[src/rtl/modos_multicanal.sv]
// Bank of N_CH saturating need levels: shared (optionally accelerated) seconds prescaler,
// per-channel tick decay, refill with busy hold window, and zero-level alert.
module modos_multicanal #(
   parameter int N_CH       = 4,
   parameter int LVL_W      = 2,
   parameter int TICK_DIV   = 50_000_000,
   parameter int TEST_SPEED = 10,
   parameter int DECAY_S    = 10,
   parameter int HOLD_S     = 5
) (
   input  logic                    clk,
   input  logic                    reset,
   input  logic                    test,
   input  logic [N_CH-1:0]         entrada,
   input  logic [N_CH-1:0]         activo,
   output logic [N_CH*LVL_W-1:0]   nivel,
   output logic [N_CH-1:0]         senal_5seg,
   output logic [N_CH-1:0]         alerta,
   output logic                    tick
);

   localparam int CW    = $clog2(TICK_DIV);
   localparam int DW    = (DECAY_S > 1) ? $clog2(DECAY_S) : 1;
   localparam int HW    = $clog2(HOLD_S + 1);
   localparam int DIV_T = TICK_DIV / TEST_SPEED;
   localparam logic [LVL_W-1:0] LMAX = '1;

   logic [CW-1:0]    pcnt_q, pcnt_d, div_m1;
   logic             test_q, test_chg;
   logic [N_CH-1:0]  accept;

   logic [LVL_W-1:0] lvl_q  [N_CH];
   logic [LVL_W-1:0] lvl_d  [N_CH];
   logic [DW-1:0]    dcnt_q [N_CH];
   logic [DW-1:0]    dcnt_d [N_CH];
   logic [HW-1:0]    hold_q [N_CH];
   logic [HW-1:0]    hold_d [N_CH];

   assign div_m1   = test ? CW'(DIV_T - 1) : CW'(TICK_DIV - 1);
   assign test_chg = test ^ test_q;
   // A mode change restarts the second so the first accelerated tick is a full period
   assign tick     = ~test_chg & (pcnt_q == div_m1);

   always_comb begin
      pcnt_d = pcnt_q + 1'b1;
      if (test_chg || pcnt_q == div_m1) begin
         pcnt_d = '0;
      end
   end

   always_ff @(posedge clk or posedge reset) begin
      if (reset) begin
         pcnt_q <= '0;
         test_q <= 1'b0;
      end else begin
         pcnt_q <= pcnt_d;
         test_q <= test;
      end
   end

   assign accept = entrada & activo & ~senal_5seg;

   always_comb begin
      for (int i = 0; i < N_CH; i++) begin
         lvl_d[i]  = lvl_q[i];
         dcnt_d[i] = dcnt_q[i];
         hold_d[i] = hold_q[i];
         // Refill outranks a coincident decay step
         if (accept[i]) begin
            if (lvl_q[i] != LMAX) begin
               lvl_d[i] = lvl_q[i] + 1'b1;
            end
            dcnt_d[i] = '0;
            hold_d[i] = HW'(HOLD_S);
         end else if (tick) begin
            if (dcnt_q[i] == DW'(DECAY_S - 1)) begin
               dcnt_d[i] = '0;
               if (lvl_q[i] != '0) begin
                  lvl_d[i] = lvl_q[i] - 1'b1;
               end
            end else begin
               dcnt_d[i] = dcnt_q[i] + 1'b1;
            end
            if (hold_q[i] != '0) begin
               hold_d[i] = hold_q[i] - 1'b1;
            end
         end
      end
   end

   always_ff @(posedge clk or posedge reset) begin
      if (reset) begin
         for (int i = 0; i < N_CH; i++) begin
            lvl_q[i]  <= LMAX;
            dcnt_q[i] <= '0;
            hold_q[i] <= '0;
         end
      end else begin
         for (int i = 0; i < N_CH; i++) begin
            lvl_q[i]  <= lvl_d[i];
            dcnt_q[i] <= dcnt_d[i];
            hold_q[i] <= hold_d[i];
         end
      end
   end

   for (genvar g = 0; g < N_CH; g++) begin : g_out
      assign nivel[g*LVL_W +: LVL_W] = lvl_q[g];
      assign senal_5seg[g]           = (hold_q[g] != '0);
      assign alerta[g]               = (lvl_q[g] == '0);
   end

endmodule

[config.mk]
export PLATFORM = sky130hd
export DESIGN_NAME = modos_multicanal
export DESIGN_NICKNAME = d
export VERILOG_FILES = /design/src/rtl/modos_multicanal.sv
export SDC_FILE = /design/constraint.sdc
export NUM_CORES = 1
export LEC_CHECK = 0
export CAP_MARGIN = 10
export CELL_PAD_IN_SITES_DETAIL_PLACEMENT = 1
export CELL_PAD_IN_SITES_GLOBAL_PLACEMENT = 2
export CORE_ASPECT_RATIO = 0.6
export CORE_UTILIZATION = 41
export CTS_BUF_LIST = sky130_fd_sc_hd__clkbuf_2
export DETAILED_ROUTE_END_ITERATION = 12
export PLACE_DENSITY_LB_ADDON = 0.1
export RECOVER_POWER = 100
export REMOVE_ABC_BUFFERS = 1
export SYNTH_ARGS = -nofsm -noshare
export SYNTH_HDL_FRONTEND = slang
export SYNTH_SLANG_ARGS = --single-unit
[constraint.sdc]
create_clock -name clk -period 6.3 [get_ports clk]
set_input_delay 0.63 -clock clk [delete_from_list [all_inputs] [get_ports clk]]
set_output_delay 0.63 -clock clk [all_outputs]
set_load 0.02 [all_outputs]
After elaboration in Yosys (flattened, before gate mapping)
Cells that the tools add are included.
Cells by class
  add/subtract/negate cells: 17
  eq/ne operators: 13
  reduce and logical (&&, ||, !) cells: 37
  muxes and demuxes: 46
  bitwise gates (word level): 6
Operators with widths (number)
  26-bit two-way mux: 2
  4-bit two-way mux: 12
  2-bit two-way mux: 20
  2-bit nonzero test: 20
  3-bit two-way mux: 12
  26-bit by 1-bit adder with 26-bit output, second input constant: 1
  26-bit equality test: 1
  4-bit by 1-bit adder with 4-bit output, second input constant: 4
  4-bit equality test, second input constant: 4
  4-bit AND reduction: 4
  3-bit nonzero test: 4
  3-bit by 1-bit subtractor with 3-bit output, second input constant: 4
  2-bit by 1-bit adder with 2-bit output, second input constant: 4
  4-bit bitwise AND: 2
  2-bit logical NOT: 4
  2-bit by 1-bit != test with 1-bit output, second input constant: 4
  2-bit != test, second input constant: 4
  2-bit AND reduction: 4
  2-bit by 1-bit subtractor with 2-bit output, second input constant: 4
  4-bit inverter: 1
  1-bit bitwise AND: 1
  1-bit logical OR: 1
  1-bit inverter: 1
  1-bit bitwise XOR: 1
Word-level totals
  flip-flop bits (word level): 63
  bits of input ports: 11

Longest topological paths before layout
  depth in word-level cells: 5
  gate-level depth with buffers: 8

Least setup slack after synthesis
OpenSTA, ideal clock, no wires.
  path kind: input port to output port
  from: in test
  to: out tick
  slack: 3868 ps
  stages on the path: 5
  data arrival time: 1802 ps
  required time: 5670 ps
  cells stage by stage: or4_4 > nor4_4 > o211ai_4 > inv_1 > buf_2
Between the ends
  longest elaborated chain between the ends: 3
  elaborated cells between the ends (all ways): 5
Ends and longest elaborated chain
  start: declaration: line 13  | input logic test,
  26-bit two-way mux or 1-bit bitwise XOR (tied branches): line 39, 40
  26-bit equality test or 1-bit inverter (tied branches): line 42  | assign tick = ~test_chg & (pcnt_q == div_m1);
  1-bit bitwise AND *: line 42
  end: declaration: line 19  | output logic tick
Every way passes the cells marked *; elsewhere a longest branch is shown, timed or not.

Worst setup path in the final report
Same ends and word-level chain as after synthesis.

==> results.toml <==
[synthesis]
yosysWarningCount = 0
synth_cells = 382
synth_area_mm2 = 0.00351
synth-edff-count = 0
yosys_most_used_dff = "dfrtp_1"
ys_ff_latch = 63
yosysSeqAreaShare_pct = 45.2
synth-xor-area-share_pct = 6.24
synthAdderAreaFrac_pct = 6.06
synth_top_family_by_area = "simple AND/OR/NAND/NOR gates"
synthArstFlopShare_pct = 100
yosys.area_share.simple_pct = 26.5
syn_avg_cell_area_um2 = 9.18
synth_compound_area_share_pct = 10.9
ys_types = 43
synth_mux_area_share_pct = 0

[status]
violations = "max-capacitance violations, max-slew violations"
status = "complete, but fails checks"

[clock_network]
cts_buffers = 9
cts.root.buffer_cell = "clkbuf_2"
cts_tree = "yes"
hold_buffers = 0
post_cts_resized = 0
clock_sink_count = 63
insertion_delay_ns = 0.52
htree_levels = 3
postCtsSetupBuffers = 0
clk_path_buf_depth = 2
clk_transition_reported_paths_ns = 0.17

[routing]
routed-wl-met3_um = 251
ant_nets = 0
route.met2.wl_mm = 3.63
drt-total-wl_mm = 8.73
post_drt_wl_per_cell_um = 16.8
drc = 0
wl_met1_mm = 4.75
drtPass1Iterations = 4
num_vias = 2861
viasPerCell = 5.50
highest_layer = "met4"
drtIter0Drc = 109

[setup_path]
crit_arrival_ns = 4.06
path_buf_inv = 4
crit_cells = 7
worstPathRequired_ns = 5.67
cp-startpoint = "test"
slowest_delay_ns = 0.77
path_max_fanout = 46
crit_type = "input pin to output pin"
end_kind = "output pin"
r2r_start = "pcnt_q[8]$_DFF_PP0_"
crit_path_cell_trace = "dlygate4sd3_1, or4_1, nor4_1, o211ai_4, buf_4, inv_1, dlygate4sd3_1"
r2r_cells = 7
critPathMostFrequentCell = "dlygate4sd3_1"
critPathCapture = "tick"
ff2ff_setup_slack_ns = 3.10
crit_path_top_delay_cell = "dlygate4sd3_1"
cp_top_family = "buffers and inverters"
reg2reg_to = "hold_q[1]$_DFFE_PP0P_"
startpoint_type = "input pin"

[global_routing]
grt_first_pass_wirelength_mm = 14.7
grt_usage_pct = 21.9
antenna_found_initial = 0
grt_pass1_vias = 2859
grt_overflow_total = 0
grt_max_degree = 64

[job]
maxCapViolCount = 1

[floorplan]
ioPinCount = 28
floorplan.rows = 25
die_w_um = 121
core_mm2 = 0.00807
start_util_pct = 43.5
die-area_mm2 = 0.00894
die_y_um = 73.6

[pwr]
leakage_nw = 1.59
ir_drop_uv = 127
p_per_area_mw_per_mm2 = 250
power_mw = 0.980

[timing]
fin_setup_tns_ns = 0
fin_crit_ns = 4.69
slew_violations = 64
skew_ns = 0.0400
setup_viol = 0
finalCritPeriodShare_pct = 74.4
clock.fmax_mhz = 213
relSlewSlack_pct = -133
timing.final.hold_violations = 0
worst_pin_slew_ns = 3.50
rsz0062_at_grt = "false"

[cells_and_area]
finalNetCount = 435
layout_commonest_cell = "dfrtp_1"
syn2layout_area_growth_pct = 11.7
layout-drive-gt1-share_pct = 6.55
diodes = 0
final_cell_mix = "dfrtp_1, nor2_1, inv_1"

[placement]
globalplace.congestion = 0.813
port-buffer-count = 27
hpwl_mm = 6.17

[min_path]
holdCritPathClass = "flip-flop to flip-flop"
holdPathStages = 1
## worst reg2reg max path, delay by kind of cell, from the launching register on
kind                   cells  cell delay, ns
AND/OR/NAND/NOR            3            1.35
buffers and inverters      2            0.87
flip-flops                 1            0.48
AO/OA/AOI/OAI              2            0.41
## power by group
group | internal, mW | switching [mW] | leakage, nW
clock | 0.0521 | 0.144 | 0.0561
combinational | 0.111 | 0.153 | 0.729
sequential | 0.472 | 0.0479 | 0.807
total | 0.635 | 0.345 | 1.59
## routing by layer
metal | vias up | track usage [%]
met3 | 11 | 5.59
li1 | 1394 | -
met5 | - | 0
met2 | 29 | 32.1
met1 | 1427 | 31.7
met4 | 0 | 6.17
## final cells by class
class | count | area (µm²)
fill | 950 | 4150
multi-input combinational | 273 | 1720
sequential | 63 | 1590
timing repair buffer | 29 | 282
tap | 108 | 135
inverter | 31 | 116
clock buffer | 12 | 60.1
clock inverter | 4 | 15.0
## registers in the layout (all words and copies together) (netlist names)
signal and cells:
pcnt_q 26, dcnt_q 16, hold_q 12, test_q 1, nivel 8
## cell families (layout without fill, tap and decap cells)
logic type	count (synthesis)	after routing
AND/OR/NAND/NOR	175	175
flip-flops	63	63
AO/OA/AOI/OAI	56	56
buffers and inverters	46	76
XOR/XNOR	25	25
adder cells (fa/ha/maj)	17	17
## how the worst min path moves through the flow
stage	startpoint	end	slack [ns]
final	pcnt_q[0]$_DFF_PP0_	pcnt_q[0]$_DFF_PP0_	0.53
after global placement	pcnt_q[0]$_DFF_PP0_	pcnt_q[0]$_DFF_PP0_	0.48
after CTS	hold_q[4]$_DFFE_PP0P_	hold_q[4]$_DFFE_PP0P_	0.53
after detailed placement	hold_q[4]$_DFFE_PP0P_	hold_q[4]$_DFFE_PP0P_	0.50
after global routing	hold_q[4]$_DFFE_PP0P_	hold_q[4]$_DFFE_PP0P_	0.56
after floorplan	pcnt_q[0]$_DFF_PP0_	pcnt_q[0]$_DFF_PP0_	0.45
## per-stage QoR
step	cell area (µm²)	utilization, %	hold slack [ns]	std cells	setup slack (ns)
2_1_floorplan	3450	-	0.455	367	3.49
3_3_place_gp	3870	47.9	0.483	504	2.09
3_5_place_dp	3870	47.9	0.501	504	2.02
4_1_cts	3940	48.8	0.534	520	2.01
5_1_grt	3920	48.6	0.557	520	1.48
6_report	3920	48.6	0.531	520	1.61
## cells in the mapped netlist, types with 2 or more instances
library cell  number  area [µm²]
dfrtp_1           55        1380
nor2_1            43         161
inv_1             31         116
nand2_1           29         109
nand3_1           28         140
a21oi_1           18        90.1
xnor2_1           18         158
ha_1              17         213
nor3_1            16        80.1
o21ai_0           12        60.1
and3_1            10        62.6
clkbuf_1           8        30.0
dfstp_2            8         210
nand4_1            7        43.8
xor2_1             7        61.3
or3_1              6        37.5
or4_1              6        45.0
a31oi_1            5        31.3
nand4b_1           5        43.8
nor2b_1            5        31.3
a31o_2             4        35.0
and4_1             4        35.0
buf_2              4        20.0
nor4_1             4        25.0
buf_1              3        11.3
nor4b_1            3        26.3
o211ai_1           3        22.5
o31ai_1            3        22.5
a211o_1            2        17.5
a21o_1             2        15.0
a41oi_1            2        17.5
nand2b_1           2        12.5
nor3b_1            2        15.0
Note: power is estimated with default switching activity, not from simulation.
